**config.mk**
```make
export PLATFORM = sky130hd
export DESIGN_NAME = onehot_stretch_decoder
export DESIGN_NICKNAME = d
export VERILOG_FILES = /design/src/rtl/onehot_decoder_pkg.sv /design/src/rtl/onehot_stretch_decoder_hold_timer.sv /design/src/rtl/onehot_stretch_decoder.sv
export SDC_FILE = /design/constraint.sdc
export NUM_CORES = 1
export LEC_CHECK = 0
export ABC_AREA = 1
export CORE_AREA = 5 5 58 60
export CTS_CLUSTER_DIAMETER = 120
export DETAILED_ROUTE_END_ITERATION = 10
export DIE_AREA = 0 0 63 65
export GPL_TIMING_DRIVEN = 0
export PLACE_DENSITY = 0.73
export REMOVE_ABC_BUFFERS = 1
export SYNTH_ARGS = -nofsm -noshare
export SYNTH_HDL_FRONTEND = slang
export SYNTH_SLANG_ARGS = --single-unit
```
**constraint.sdc**
```tcl
create_clock -name clk -period 1.2 [get_ports clk]
set_input_delay 0.36 -clock clk [delete_from_list [all_inputs] [get_ports clk]]
set_output_delay 0.36 -clock clk [all_outputs]
set_load 0.02 [all_outputs]
```
**src/rtl/onehot_decoder_pkg.sv**
```systemverilog
// Shared types and helpers for the one-hot stretch decoder: FSM states,
// code/LED widths and the 3-to-8 decode used by the datapath.
package onehot_decoder_pkg;

    localparam int CODE_W = 3;
    localparam int LED_W  = 8;

    typedef enum logic {
        IDLE = 1'b0,
        HOLD = 1'b1
    } state_e;

    function automatic logic [LED_W-1:0] decode3to8(input logic [CODE_W-1:0] c);
        logic [LED_W-1:0] d;
        d    = '0;
        d[c] = 1'b1;
        return d;
    endfunction

endpackage

```
**src/rtl/onehot_stretch_decoder_hold_timer.sv**
```systemverilog
// Loadable down-counter that times how long a decoded pulse stays on the LEDs.
// zero flags the last held cycle; dec is ignored once the count reaches zero.
module hold_timer #(
    parameter int  HOLD_CYCLES = 4,
    localparam int W           = $clog2(HOLD_CYCLES + 1)
) (
    input  logic         clk,
    input  logic         reset,
    input  logic         load,
    input  logic [W-1:0] load_val,
    input  logic         dec,
    output logic         zero
);

    logic [W-1:0] cnt;

    always_ff @(posedge clk) begin
        if (reset) begin
            cnt <= '0;
        end else if (load) begin
            cnt <= load_val;
        end else if (dec && (cnt != '0)) begin
            cnt <= cnt - 1'b1;
        end
    end

    assign zero = (cnt == '0);

endmodule

```
**src/rtl/onehot_stretch_decoder.sv**
```systemverilog
// Registered 3-to-8 decoder with pulse stretching, saturating event count and
// an optional sticky record of seen codes (built when ONEHOT_STICKY_EN is defined).
module onehot_stretch_decoder
    import onehot_decoder_pkg::*;
#(
    parameter int HOLD_CYCLES = 4,
    parameter int CNT_W       = 8
) (
    input  logic              clk,
    input  logic              reset,
    input  logic [CODE_W-1:0] code,
    input  logic              valid,
    input  logic              clear,
    output logic [LED_W-1:0]  onehot,
    output logic              busy,
    output logic [CNT_W-1:0]  count,
    output logic [LED_W-1:0]  sticky,
    output state_e            fsm_state
);

    localparam int               TW      = $clog2(HOLD_CYCLES + 1);
    localparam logic [TW-1:0]    RELOAD  = TW'(HOLD_CYCLES - 1);
    localparam logic [CNT_W-1:0] CNT_MAX = '1;

    state_e           state;
    logic [LED_W-1:0] decoded;
    logic             timer_zero;

    // valid is an unconditional strobe: there is no ready, every cycle with
    // valid high is one accepted event and retriggers the hold.
    assign decoded   = decode3to8(code);
    assign fsm_state = state;

    hold_timer #(
        .HOLD_CYCLES (HOLD_CYCLES)
    ) u_hold_timer (
        .clk      (clk),
        .reset    (reset),
        .load     (valid),
        .load_val (RELOAD),
        .dec      ((state == HOLD) && !valid),
        .zero     (timer_zero)
    );

    always_ff @(posedge clk) begin
        if (reset) begin
            state  <= IDLE;
            onehot <= '0;
            busy   <= 1'b0;
        end else begin
            case (state)
                IDLE: begin
                    if (valid) begin
                        onehot <= decoded;
                        busy   <= 1'b1;
                        state  <= HOLD;
                    end else begin
                        onehot <= '0;
                    end
                end
                HOLD: begin
                    // A retrigger replaces the held bit in the same edge.
                    if (valid) begin
                        onehot <= decoded;
                    end else if (timer_zero) begin
                        onehot <= '0;
                        busy   <= 1'b0;
                        state  <= IDLE;
                    end
                end
                default: begin
                    state  <= IDLE;
                    onehot <= '0;
                    busy   <= 1'b0;
                end
            endcase
        end
    end

    // Clear takes effect before a same-cycle event, so clear+valid yields 1.
    always_ff @(posedge clk) begin
        if (reset) begin
            count <= '0;
        end else if (valid) begin
            if (clear) begin
                count <= CNT_W'(1);
            end else if (count != CNT_MAX) begin
                count <= count + 1'b1;
            end
        end else if (clear) begin
            count <= '0;
        end
    end

`ifdef ONEHOT_STICKY_EN
    logic [LED_W-1:0] sticky_q;

    always_ff @(posedge clk) begin
        if (reset) begin
            sticky_q <= '0;
        end else if (clear) begin
            sticky_q <= valid ? decoded : '0;
        end else if (valid) begin
            sticky_q <= sticky_q | decoded;
        end
    end

    assign sticky = sticky_q;
`else
    assign sticky = '0;
`endif

endmodule
```
==> results of run 1 <==
[flip-flops by register name, indices dropped and copies added (netlist names)]
register / count
count: 8
onehot: 8
u_hold_timer.cnt: 3
busy: 1
fsm_state: 1
[cells in the final DEF, fill, tap and decap left out, drive strengths merged]
| master | n |
|---|---|
| a21oi | 17 |
| inv | 22 |
| a21boi | 2 |
| nor2 | 21 |
| clkinvlp | 1 |
| nand3 | 10 |
| xor2 | 1 |
| dlygate4sd2 | 1 |
| nand2 | 46 |
| nor3 | 1 |
| o21ai | 6 |
| clkbuf | 3 |
| buf | 31 |
| dfxtp | 21 |
| clkinv | 1 |
| a211oi | 1 |
| clkdlybuf4s18 | 1 |
| ha | 3 |
| conb | 8 |
| clkdlybuf4s50 | 4 |
[per-layer routing]
metal  global-route usage (%)  wire, um  vias up
li1                         -         -      568
met4                     4.77        27        0
met3                     5.03       163        4
met1                     15.5      1120      499
met2                     22.9      1440       29
met5                        0         0        -
[final cells by class]
type	instances	area [um2]	area share [%]
Timing Repair Buffer	37	344	21.1
Tap cell	33	41.3	2.54
Inverter	22	87.6	5.38
Clock inverter	1	5.00	0.307
Multi-Input combinational cell	116	669	41.1
Timing Repair inverter	1	7.51	0.461
Clock buffer	3	22.5	1.38
Sequential cell	21	450	27.7
[power by group through the flow]
| stage | clock network [mW] | registers, mW | logic [mW] |
|---|---|---|---|
| 2_1_floorplan | 0 | 0.763 | 0.108 |
| 3_3_place_gp | 0 | 0.746 | 0.206 |
| 3_5_place_dp | 0 | 0.746 | 0.209 |
| 4_1_cts | 0.369 | 0.729 | 0.232 |
| 5_1_grt | 0.410 | 0.735 | 0.292 |
| 6_report | 0.356 | 0.733 | 0.267 |
[per-stage QoR]
step	utilization, %	cell area (um2)
finish	56.6	1630
global route	56.6	1630
CTS	50.8	1460
detailed placement	47.0	1350
global placement	47.0	1350
floorplan	-	1070
[tightest hold or removal path, cell delays in order, from the launching register on]
cell	delay (ns)
dfxtp_2	0.34
nand2_1	0.05
a21oi_1	0.05
[what timing repair did]
action                     CTS  global route
cloned                       1             0
pin swaps                    8            11
gates resized for setup    114            48
setup endpoints to repair   39            37
setup buffers                9             4
[cells in the mapped netlist]
cell type   n  area, um2
nor2_2      3       18.8
o21ai_2     1       8.76
nor2_4      2       22.5
inv_1      22       82.6
clkbuf_8    1       13.8
buf_4       9       67.6
nor3_1      1       5.00
nand2_2     2       12.5
ha_1        3       37.5
nor2_1     16       60.1
conb_1      1       3.75
nand2_4     2       22.5
nand3_1    10       50.1
a211oi_1    1       7.51
a21oi_1    17       85.1
nand2_1    42        158
a21boi_0    2       15.0
xor2_1      1       8.76
dfxtp_1    21        420
o21ai_0     5       25.0
clkbuf_1    1       3.75
[cells by family after synthesis]
| group | synth area share (%) |
|---|---|
| AND/OR/NAND/NOR | 30.9 |
| buffers and inverters | 14.9 |
| AO/OA/AOI/OAI | 12.5 |
| flip-flops | 37.3 |
| adder cells (fa/ha/maj) | 3.33 |
| XOR/XNOR | 0.776 |
| other | 0.332 |
[worst max path at each step]
stage / from / to / depth (start not counted)
floorplan: count[1] / count[5] / 8
detailed placement: valid / count[1] / 6
finish: u_hold_timer.cnt[1] / onehot[4] / 7
CTS: u_hold_timer.cnt[1] / onehot[3] / 7
global route: u_hold_timer.cnt[1] / onehot[2] / 7
global placement: valid / count[1] / 6
==> results.md, run 1 <==
* Final Slew Violations at 0
* WHS Path Cells at 2
* Crit-path max FO at 5
* Worst Reg-to-Reg Cells at 7
* WP buf/inv at 3
* Net Sw Frac at 30.0%
* RR Endpoint: onehot[4]
* DP Cell Count at 216
* NetSw at 406 uW
* Tot Pwr at 1.36 mW
* FF-to-FF setup slack at -0.09 ns
* Hold Crit Endpoint: onehot[4]
* CTS Hold Bufs at 0
* Drt total wl at 2740 um
* Hold Crit Start: onehot[4]
* Fin Setup TNS at -0.518 ns
* Period utilization at 108%
* First-pass GRT wire length at 4490 um
* WHS at 0.462 ns
* Power Density at 833 nW/um2
* Worst path cell trace: inv_2 -> ha_4 -> inv_4 -> o21ai_4 -> clkinvlp_4 -> nand2_1 -> a21oi_1
* Initial antenna violation count at 0
* Dominant delay contributor by cell family on the critical path: flip-flops
* Port buffer count at 24
* Synthesized area per cell at 6.92 um2
* Hold crit path type: register to register
* Unrepaired setup endpoints after global routing: yes
* Final Wtd Congestion at 0.873
* Final ANT Viol Nets at 0
* Final setup fails at 13
* Post-DP HPWL at 1760 um
* Clock Skew at 0.00327 ns
* Drt drc at 0
* Slew Limit Headroom at 62.5%
* Vias at 1,100
* Clk pwr share at 26.2%
* CP Data Arrival Time at 1.48 ns
* Nets at 212
* Vias/cell at 4.70
* Initial Util at 39.2%
* Root Buffer: clkbuf_4
* Filler Cell Count at 277
* Pre-CTS setup slack at -0.882 ns
* Die height at 65 um
* Least-Margin Pin Slew at 0.563 ns
* Final hold violation count at 0
* CTS buffer count at 3
* #FFs+latches synth at 21
* Gate power share at 19.7%
* H-tree levels at 1
* Fin crit period at 1.29 ns
* Max stage delay on crit path at 0.34 ns
* Max_cap viols at 0
* Inserted Diodes at 0
* Vias in the first global route at 1,047
* Cell at the slowest stage of the critical path: dfxtp_2
* Global route overflow at 0
* Nature of the critical path startpoint: register
* Failing checks: setup timing
* DR iter-0 viols at 52
* Sequential power share at 54.1%
* Sequential element share of the synthesized area at 37.3%
* Area delta synth->final at 44.2%
* CP endpoint kind: register
* Max IR drop VDD at 0.658 mV
* Outcome: finished, violations left
* Internal power at 949 uW
* Post-synthesis cell type count at 21
* Clock tree buffer depth at 2
* Syn Inst Count at 163
* Drt wl/cell at 11.7 um
* Layout Cells excl Fill at 234
* Leakage power at 0.716 nW
* Core ar. at 2880 um2
* Reg2Reg Launch Point: u_hold_timer.cnt[1]
* Final setup margin at -0.0931 ns
* TritonRoute pass-1 iters at 4
* Share of layout cells above drive strength 1 at 42.8%
* F_max at 773 MHz
* CTS tree: built
* Critical Path RT at 1.39 ns
* Syn. warnings at 0
* Site Rows at 20
* GRT Util Overall at 13.5%
* Die Wd at 63 um
* Clk sinks at 21
* Clk pin slew, worst setup/hold paths at 0.12 ns
* Crit path kind: register to register
* Worst skew pair latency at 0.31 ns
* Cell area after synthesis at 1130 um2
* I/O pin cnt at 33
* Largest net degree at the start of global routing at 16
* Die area at 4100 um2
Power figures use the tool's default switching activity.
==> inputs of run 2 (changes only) <==
Settings changed: TNS_END_PERCENT set to 10.
==> run 2 against run 1 <==
The flow still finishes with violations (setup timing); die area unchanged; final cell count shrank 4.3%; via count shrank 4.7%; core utilization fell by 5.3 points; largest cell class unchanged.
==> results.md, run 2 (same netlist as run 1, synthesis figures left out) <==
* Outcome: finished, violations left
* Failing checks: setup timing
* Max IR drop VDD at 0.646 mV (-1.8%)
* Leakage power at 0.662 nW (-7.6%)
* Dominant delay contributor by cell family on the critical path: flip-flops
* Gate power share at 17.2% (-2.5 points)
* Power Density at 877 nW/um2 (+5.3%)
* Largest net degree at the start of global routing at 16 (unchanged)
* Drt total wl at 2440 um (-11%)
* I/O pin cnt at 33 (unchanged)
* Most frequent cells in the layout: nand2_1, inv_1, buf_4
* Crit-path max FO at 6 (+1)
* Unrepaired setup endpoints after global routing: yes
* Vias at 1,048 (-4.7%)
* NetSw at 379 uW (-6.7%)
* Max_cap viols at 0 (unchanged)
* CP Data Arrival Time at 0.84 ns (-0.64 ns)
* Inserted Diodes at 0 (unchanged)
* Pre-CTS setup slack at -0.882 ns (unchanged)
* Largest regs: count: 8 flops, onehot: 8 flops, u_hold_timer.cnt: 3 flops
* Final hold violation count at 0 (unchanged)
* Die height at 65 um (unchanged)
* Area delta synth->final at 30.8%
* Slew Limit Headroom at 60.1% (-2.4 points)
* Fin crit period at 1.20 ns (-0.0887 ns)
* Vias in the first global route at 984 (-6.0%)
* DR iter-0 viols at 58 (+12%)
* Area of the multi-input gates at 623 um2 (-6.9%)
* Most common cell after layout, fill and taps aside: nand2_1
* CTS Hold Bufs at 0 (unchanged)
* First-pass GRT wire length at 4210 um (-6.2%)
* Max stage delay on crit path at 0.41 ns (+0.07 ns)
* Initial antenna violation count at 0 (unchanged)
* F_max at 830 MHz (+7.4%)
* Period utilization at 100% (-7.4 points)
* Clk pwr share at 26.9% (+0.7 points)
* Cell at the slowest stage of the critical path: dfxtp_4
* Nets at 202 (-4.7%)
* H-tree levels at 1 (unchanged)
* Crit path kind: register to primary output
* Nature of the critical path startpoint: register
* TritonRoute pass-1 iters at 4 (unchanged)
* Final Instance Area at 1480 um2 (-9.3%)
* Clock tree buffer depth at 2 (unchanged)
* Final ANT Viol Nets at 0 (unchanged)
* Sequential power share at 56.0% (+1.9 points)
* Vias/cell at 4.68 (-0.47%)
* CTS tree: built
* Site Rows at 20 (unchanged)
* Root Buffer: clkbuf_4
* Clk pin slew, worst setup/hold paths at 0.12 ns (about the same)
* WP buf/inv at 1 (-2)
* Global route overflow at 0 (unchanged)
* Clock Skew at 0.00191 ns (-0.00136 ns)
* Die Wd at 63 um (unchanged)
* Clk sinks at 21 (unchanged)
* Area after DPL at 1350 um2 (unchanged)
* Final Wtd Congestion at 0.873 (unchanged)
* Least-Margin Pin Slew at 0.599 ns (+0.0363 ns)
* Drt drc at 0 (unchanged)
* Net Sw Frac at 29.3% (-0.72 points)
* Port buffer count at 24 (unchanged)
* GRT Util Overall at 12.5% (-1.1 points)
* Die area at 4100 um2 (unchanged)
* Reg area at 452 um2 (+0.28%)
* Hold crit path type: register to register
* Critical Path RT at 0.84 ns (-0.55 ns)
* CP endpoint kind: primary output
* Final setup fails at 3 (-10)
* Final setup margin at -0.00431 ns (+0.0887 ns)
* CTS buffer count at 3 (unchanged)
* Internal power at 916 uW (-3.5%)
* Filler Cell Count at 297 (+7.2%)
* Worst skew pair latency at 0.31 ns (about the same)
* Post-DP HPWL at 1760 um (unchanged)
* Drt wl/cell at 10.9 um (-7.0%)
* Initial Util at 39.2% (unchanged)
* Core ar. at 2880 um2 (unchanged)
* Final Slew Violations at 0 (unchanged)
* Worst path cell trace: buf_6
* Share of layout cells above drive strength 1 at 30.9% (-12 points)
run 2: final cells by class:
type,instances,share of cell area (%)
timing repair buffer,28,16.8
clock buffer,3,1.53
tap,33,2.80
inverter,22,5.76
clock inverter,1,0.339
sequential,21,30.6
multi-input combinational,116,42.2
run 2: power groups by stage:
stage | combinational [mW] | clock, mW | sequential, mW
CTS | 0.210 | 0.369 | 0.729
floorplan | 0.108 | 0 | 0.763
finish | 0.222 | 0.348 | 0.725
detailed placement | 0.209 | 0 | 0.746
global route | 0.247 | 0.403 | 0.728
global placement | 0.206 | 0 | 0.746
run 2: per-stage QoR:
stage                     std cells  util [%]  hold slack (ns)  setup TNS (ns)  power (mW)
after detailed placement        216      47.0            0.453          -16.39       0.955
after global placement          216      47.0            0.450          -16.03       0.952
final                           224      51.3            0.466        -0.00952        1.29
after floorplan                 159         -            0.427          -0.760       0.871
after CTS                       223      48.6            0.469          -0.189        1.31
after global routing            224      51.3            0.483           -1.25        1.38
run 2: path summary, 6_finish.rpt:
check                           depth (start not counted)        end  slack, ns      start
worst max-delay path                                    1   count[2]     -0.004   count[2]
worst min-delay path                                    2  onehot[4]       0.47  onehot[4]
worst max register to register                          7   count[1]       0.02   count[0]
worst min register to register                          2  onehot[4]       0.47  onehot[4]
run 2: repair_timing:
item | CTS | global route
buffers inserted | 3 | 1
setup endpoints to repair | 39 | 37
gates cloned | 0 | 0
pin swaps | 6 | 4
resized for setup | 106 | 30
hold endpoints to repair | 0 | 0
run 2: routing by layer:
layer	up-vias	part of all wire, %	track usage (%)	wire (um)
met5	-	0	0	0
met4	0	1.2	3.18	29
met3	4	6.1	4.85	148
met2	29	47	21.0	1160
met1	467	45	14.7	1110
li1	548	-	-	-
